==> src/rtl/inv_drive_check_if.sv <==
// Bus between the inverter checker and whatever drives and observes it:
// the run handshake, the inverter drive and sense pins, and the run results.
`timescale 1ns/1ps
interface inv_drive_check_if #(
  parameter int CNT_W = 8
);
  logic             start;
  logic             dut_in;
  logic             dut_out;
  logic             busy;
  logic             done;
  logic             pass;
  logic [CNT_W-1:0] err_count;
  logic [CNT_W-1:0] vec_count;
  logic [CNT_W-1:0] first_fail_idx;

  // Checker side: drives the inverter and reports results.
  modport master (
    input  start, dut_out,
    output dut_in, busy, done, pass, err_count, vec_count, first_fail_idx
  );

  // Environment side: requests runs, closes the loop through the cell.
  modport slave (
    output start, dut_out,
    input  dut_in, busy, done, pass, err_count, vec_count, first_fail_idx
  );
endinterface

==> src/rtl/inv_drive_check.sv <==
// Driver/monitor for a static CMOS inverter cell. Each vector drives one
// LFSR bit, waits a programmable settle time, then samples the cell output
// and checks it is the complement of the driven bit. Any X/Z on the sense
// pin counts as a mismatch.
`timescale 1ns/1ps
module inv_drive_check #(
  parameter int         NUM_VECTORS = 16,
  parameter int         SETTLE      = 2,
  parameter logic [7:0] SEED        = 8'h01,
  parameter int         CNT_W       = 8
) (
  input logic                clk,
  input logic                rst_n,
  inv_drive_check_if.master  bus
);

  // An all-zero Fibonacci LFSR would lock up, so a zero seed becomes 01.
  localparam logic [7:0]       SEED_EFF  = (SEED == 8'h00) ? 8'h01 : SEED;
  localparam logic [3:0]       SETTLE_LD = 4'(SETTLE - 1);
  localparam logic [CNT_W-1:0] NV        = CNT_W'(NUM_VECTORS);
  localparam logic [CNT_W-1:0] CNT_MAX   = '1;

  typedef enum logic [2:0] {
    ST_IDLE,
    ST_DRIVE,
    ST_SETTLE,
    ST_SAMPLE,
    ST_DONE
  } state_t;

  state_t           state;
  state_t           state_nxt;
  logic [7:0]       lfsr;
  logic [3:0]       settle_cnt;
  logic             dut_in_r;
  logic             pass_r;
  logic [CNT_W-1:0] err_cnt;
  logic [CNT_W-1:0] vec_cnt;
  logic [CNT_W-1:0] ff_idx;
  logic [CNT_W-1:0] vec_inc;
  logic             mismatch;
  logic             busy_c;
  logic             done_c;

  function automatic logic [CNT_W-1:0] sat_inc(input logic [CNT_W-1:0] v);
    return (v == CNT_MAX) ? v : v + 1'b1;
  endfunction

  function automatic logic [7:0] lfsr_step(input logic [7:0] v);
    return {v[6:0], v[7] ^ v[5] ^ v[4] ^ v[3]};
  endfunction

  assign vec_inc  = vec_cnt + 1'b1;
  // Case inequality so an undriven or unknown output is flagged, not hidden.
  assign mismatch = (bus.dut_out !== ~dut_in_r);

  // State register.
  always_ff @(posedge clk) begin
    if (!rst_n) state <= ST_IDLE;
    else        state <= state_nxt;
  end

  // Next-state decode and the status strobes derived from the state.
  always_comb begin
    state_nxt = state;
    busy_c    = 1'b1;
    done_c    = 1'b0;
    case (state)
      ST_IDLE: begin
        busy_c = 1'b0;
        if (bus.start) state_nxt = ST_DRIVE;
      end
      ST_DRIVE:  state_nxt = ST_SETTLE;
      ST_SETTLE: if (settle_cnt == 4'd0) state_nxt = ST_SAMPLE;
      ST_SAMPLE: state_nxt = (vec_inc == NV) ? ST_DONE : ST_DRIVE;
      ST_DONE: begin
        done_c    = 1'b1;
        state_nxt = ST_IDLE;
      end
      default: state_nxt = ST_IDLE;
    endcase
  end

  // Run bookkeeping: drive bit, LFSR, error/vector counters and verdict.
  always_ff @(posedge clk) begin
    if (!rst_n) begin
      lfsr     <= SEED_EFF;
      dut_in_r <= 1'b0;
      pass_r   <= 1'b0;
      err_cnt  <= '0;
      vec_cnt  <= '0;
      ff_idx   <= CNT_MAX;
    end else begin
      case (state)
        ST_IDLE: begin
          if (bus.start) begin
            err_cnt <= '0;
            vec_cnt <= '0;
            ff_idx  <= CNT_MAX;
            pass_r  <= 1'b0;
          end
        end
        ST_DRIVE: dut_in_r <= lfsr[0];
        ST_SAMPLE: begin
          if (mismatch) begin
            err_cnt <= sat_inc(err_cnt);
            if (ff_idx == CNT_MAX) ff_idx <= vec_cnt;
          end
          vec_cnt <= vec_inc;
          lfsr    <= lfsr_step(lfsr);
        end
        ST_DONE: pass_r <= (err_cnt == '0);
        default: ;
      endcase
    end
  end

  // Settle timer: loaded while driving so SETTLE counts whole cycles after it.
  always_ff @(posedge clk) begin
    if (state == ST_DRIVE)                           settle_cnt <= SETTLE_LD;
    else if (state == ST_SETTLE && settle_cnt != 0)  settle_cnt <= settle_cnt - 4'd1;
  end

  assign bus.dut_in         = dut_in_r;
  assign bus.busy           = busy_c;
  assign bus.done           = done_c;
  assign bus.pass           = pass_r;
  assign bus.err_count      = err_cnt;
  assign bus.vec_count      = vec_cnt;
  assign bus.first_fail_idx = ff_idx;

endmodule

==> src/flat_wrapper.sv <==
// flat-port wrapper written by rule: the top's interface ports become plain ports
module inv_drive_check_flat 
#(
  parameter int         NUM_VECTORS = 16,
  parameter int         SETTLE      = 2,
  parameter logic [7:0] SEED        = 8'h01,
  parameter int         CNT_W       = 8
)
  (clk, rst_n, bus_start, bus_dut_out, bus_dut_in, bus_busy, bus_done, bus_pass, bus_err_count, bus_vec_count, bus_first_fail_idx);
  inv_drive_check_if #(.CNT_W(CNT_W)) bus_i ();
  input logic clk;
  input logic rst_n;
  input wire logic [$bits(bus_i.start)-1:0] bus_start;
  input wire logic [$bits(bus_i.dut_out)-1:0] bus_dut_out;
  output wire logic [$bits(bus_i.dut_in)-1:0] bus_dut_in;
  output wire logic [$bits(bus_i.busy)-1:0] bus_busy;
  output wire logic [$bits(bus_i.done)-1:0] bus_done;
  output wire logic [$bits(bus_i.pass)-1:0] bus_pass;
  output wire logic [$bits(bus_i.err_count)-1:0] bus_err_count;
  output wire logic [$bits(bus_i.vec_count)-1:0] bus_vec_count;
  output wire logic [$bits(bus_i.first_fail_idx)-1:0] bus_first_fail_idx;
  assign bus_i.start = bus_start;
  assign bus_i.dut_out = bus_dut_out;
  assign bus_dut_in = bus_i.dut_in;
  assign bus_busy = bus_i.busy;
  assign bus_done = bus_i.done;
  assign bus_pass = bus_i.pass;
  assign bus_err_count = bus_i.err_count;
  assign bus_vec_count = bus_i.vec_count;
  assign bus_first_fail_idx = bus_i.first_fail_idx;
  inv_drive_check #(.NUM_VECTORS(NUM_VECTORS), .SETTLE(SETTLE), .SEED(SEED), .CNT_W(CNT_W)) u_core (.clk(clk), .rst_n(rst_n), .bus(bus_i));
endmodule
==> config.mk <==
export PLATFORM = sky130hd
export DESIGN_NAME = inv_drive_check_flat
export DESIGN_NICKNAME = d
export VERILOG_FILES = /design/src/rtl/inv_drive_check_if.sv /design/src/rtl/inv_drive_check.sv /design/src/flat_wrapper.sv
export SDC_FILE = /design/constraint.sdc
export NUM_CORES = 1
export LEC_CHECK = 0
export CELL_PAD_IN_SITES_DETAIL_PLACEMENT = 2
export CELL_PAD_IN_SITES_GLOBAL_PLACEMENT = 2
export CORE_AREA = 3 3 90 92
export DETAILED_ROUTE_END_ITERATION = 7
export DIE_AREA = 0 0 93 95
export PLACE_DENSITY = 0.84
export SYNTH_ARGS = -nofsm -noshare
export SYNTH_HDL_FRONTEND = slang
export SYNTH_SLANG_ARGS = --single-unit
==> constraint.sdc <==
create_clock -name clk -period 1.7 [get_ports clk]
set_clock_uncertainty 0.1 [all_clocks]
set_input_delay 0.51 -clock clk [delete_from_list [all_inputs] [get_ports clk]]
set_output_delay 0.51 -clock clk [all_outputs]
set_load 0.01 [all_outputs]
==> metrics list <==
* Fraction of synthesized area in multiplexers: 0.0195
* Total of endpoints with negative setup slack in the final report: 16
* Achievable Freq: 536 MHz
- Startpoint class of the critical path: register
* Path type of the worst min-delay path: register to register
* Post-Synthesis Mean Instance Area: 8.29 um2
* Max-cap violations: 0
* Source-to-sink clock delay at the later pin of the worst-skew pair: approximately 0.30 ns
- Worst path setup slack after routing: -0.166 ns
- The setup path with the least slack is of type register to register.
* Inserted Diodes: 0
- FF+latch count, synth: 41
* Post-synth cell types: slightly above 40
* Sink Count: a little over 40
- Along the worst path, the maximum fanout reaches 8.
- Top cell type's share of synthesized area: 0.399
- Final count of pins violating max slew: 0
- Total track usage: 0.169
- Worst Tran Pin Value: 0.626 ns
- After routing the design area is between 0.003 and 0.004 mm2.
* # port buffers: 31
- Overflow after GRT: 0
- TritonCTS built the clock tree.
- CTS placed an instance of clkbuf_8 at the clock tree root.
- Via count of the first global-routing pass: about 2300
* Delay of the slowest cell on the worst path: about 0.37 ns
- Count of pins on the block boundary: 32
* Post-CTS Hold Fix Bufs: 0
- The detailed router placed about 2200 vias in this run.
* Slew margin rel.: 0.582
- Routability-driven placement finished with a final weighted congestion of 0.796.
- DRC marker count from the first detailed-route iteration: 56
* H-Tree Level Count: 2
- Of the total synthesized cell area, the portion taken by XOR and XNOR cells is 0.0341.
- Data arrives at the worst endpoint at ~1.9 ns.
- The final layout contains around 330 nets.
- Adder-cell share of the synthesized area: 0.0243
* Final period demand of the worst path: 1.87 ns
- Static leakage: ~1.2 nW
* Kind of capture point of the worst setup path: register
* Required time worst endpoint: between 1.5 and 2 ns
- Setup repair after global routing missed its margin: yes
* Final critical-path share of the clock period: 1.10
- Post-DP HPWL: between 5000 and 6000 um
- The count of nets left with antenna violations once routing finished came out at 0.
- Library cell occupying the most area in the post-synthesis netlist: dfxtp_1
* DRC violations left: 0
- Total length of routed wires: between 8000 and 9000 um
- Area of the die: roughly 0.0088 mm2
* Async SR Flop Fraction: 0
- Mean routed wirelength per cell: ~20 um
- Vertical extent of the die: 95 um
- Buffer levels on the longest clock path: 2
* Vias per std cell: about 5.3
- Cells taking the most area after synthesis: dfxtp_1, a21oi_1, nand2_1
- Yosys printed 0 warnings.
- Number of standard-cell rows in the floorplan: 31
- Of the total synthesized cell area, the portion taken by AND, OR, NAND and NOR gates is 0.290.
- The die is about 93 um wide.
- Post-synth EDFFs: 0
- After synthesis, the largest family of logic cells by area is simple AND/OR/NAND/NOR gates.
- Worst reg-to-reg setup slack: -0.17 ns
* Crit-path slowest cell: dfxtp_4
- The area growth from synthesis to layout is 52.1%.
- Synthesis produced a netlist whose cell count is between 200 and 250.
- Wire length of the first global-routing pass: 11700 um
- Violated checks: setup timing
- Post-Synthesis Net Count: 256
* Share of post-route cells with drive strength above 1: 0.344
- For this design the ratio of total power to cell area is approximately 830 mW/mm2.
- For this run, the detailed router's first-pass iteration total came to 4.
* Cell Area, Synth: 0.00206 mm2
* Maximum number of pins on one net before global-route repair: 20
- Setup TNS: -1.21 ns
- Number of CTS-inserted buffers: 5
- The flow ran to the end, but the final reports show violations.
* Sequential share of the synthesized area: 0.399
- Synth Area in Compound Gates: 0.170
- After floorplanning, the core was sized to cover approximately 0.0073 mm2.
- Initial core utilization: 0.282
- Register clock-pin slew on the reported worst setup and hold paths: around 0.08 ns
- Placed standard-cell area: approximately 0.0027 mm2
* Cell-by-cell listing of the critical path: buf_4 -> and3b_2 -> buf_6 -> a21o_4 -> buf_8 -> a21oi_1 -> o21ai_1
- In the synthesized netlist the dominant register cell turns out to be dfxtp_1.
- The number of antenna violations at the first check in global routing came to 0.
* Number of endpoints with negative hold slack in the final report: 0
* Top cells by instance count after synthesis: dfxtp_1, nand2_1, a21oi_1
* VDD IR-drop max: between 0.2 and 0.3 mV
- Top-count cell post-synth: dfxtp_1
cell usage in the layout (no fill, tap or decap), types with 3 or more instances in the layout:
master,n
a21oi_1,17
a21oi_2,6
a21oi_4,3
and3_1,4
buf_4,42
buf_6,4
clkbuf_8,6
dfxtp_1,31
dfxtp_2,8
dlygate4sd2_1,28
inv_1,6
mux2i_1,4
nand2_1,26
nand3_1,5
nand3b_1,5
nand4_1,8
nor2_1,10
nor2_4,3
nor3_1,6
nor4_1,3
nor4_2,5
o21ai_0,7
o21ai_1,9
or3_1,6
xnor2_1,7
critical path, delay by kind of cell (launching register included):
family,cells,cell delay (ns)
AOI/OAI and AO/OA,3,0.54
buffers and inverters,3,0.46
DFF,1,0.37
and+or+nand+nor,1,0.27
state kept, by name, summed over array words and instances, names as in the netlist:
signal,flops
u_core.lfsr,8
u_core.settle_cnt,4
u_core.bus.first_fail_idx,8
u_core.bus.err_count,8
u_core.bus.pass,1
u_core.state,3
u_core.bus.dut_in,1
u_core.bus.vec_count,8
cell type report:
cell class | instances | area [um2]
clock buffers | 7 | 86.3
fillers | 819 | 4170
inverters | 7 | 26.3
multi-input cells | 182 | 1350
flip-flops and latches | 41 | 838
well taps | 99 | 124
repair buffers | 80 | 702
cells by family (layout without fill, tap and decap cells):
| kind of cell | count (synthesis) | count (layout) |
|---|---|---|
| flip-flops | 41 | 41 |
| AO/OA/AOI/OAI | 61 | 61 |
| multiplexers | 4 | 4 |
| adder cells (fa/ha/maj) | 4 | 4 |
| buffers and inverters | 25 | 94 |
| AND/OR/NAND/NOR | 105 | 105 |
| XOR/XNOR | 8 | 8 |
repair_timing:
action,4_1_cts,5_1_grt
setup buffers,3,6
setup endpoints to repair,54,26
cloned,0,1
resized for setup,66,39
pin swaps,8,8
metrics by stage:
| stage | worst slack (ns) | utilization | power, W | std cells | hold slack (ns) |
|---|---|---|---|---|---|
| after floorplan | -0.0161 | - | 0.00144 | 248 | 0.332 |
| after global placement | -0.450 | 0.369 | 0.00167 | 400 | 0.343 |
| after detailed placement | -0.538 | 0.369 | 0.00171 | 400 | 0.356 |
| after CTS | -0.0784 | 0.395 | 0.00247 | 410 | 0.367 |
| after global routing | -0.245 | 0.429 | 0.00273 | 416 | 0.377 |
| final | -0.166 | 0.429 | 0.00260 | 416 | 0.364 |
routing by layer:
metal,track usage,wire length (um),vias up
met1,0.197,3520,1132
met5,0,0,-
met2,0.314,4460,37
met3,0.0382,190,9
li1,-,-,1043
met4,0.0403,124,0
where the power goes:
part	internal, W	switching [W]
clock	0.000323	0.000353
sequential	0.00103	0.0000753
combinational	0.000408	0.000408
path summary, 6_finish.rpt:
kind                                start                                   endpoint  cells after the start
min           u_core.lfsr[6]$_SDFFE_PN0P_                u_core.lfsr[7]$_SDFFE_PN0P_                      2
min reg2reg   u_core.lfsr[6]$_SDFFE_PN0P_                u_core.lfsr[7]$_SDFFE_PN0P_                      2
max reg2reg  u_core.state[0]$_SDFFE_PN0P_  u_core.bus.first_fail_idx[2]$_SDFFE_PN1P_                      7
max          u_core.state[0]$_SDFFE_PN0P_  u_core.bus.first_fail_idx[2]$_SDFFE_PN1P_                      7
No activity file was read; power rests on OpenSTA's default activity.
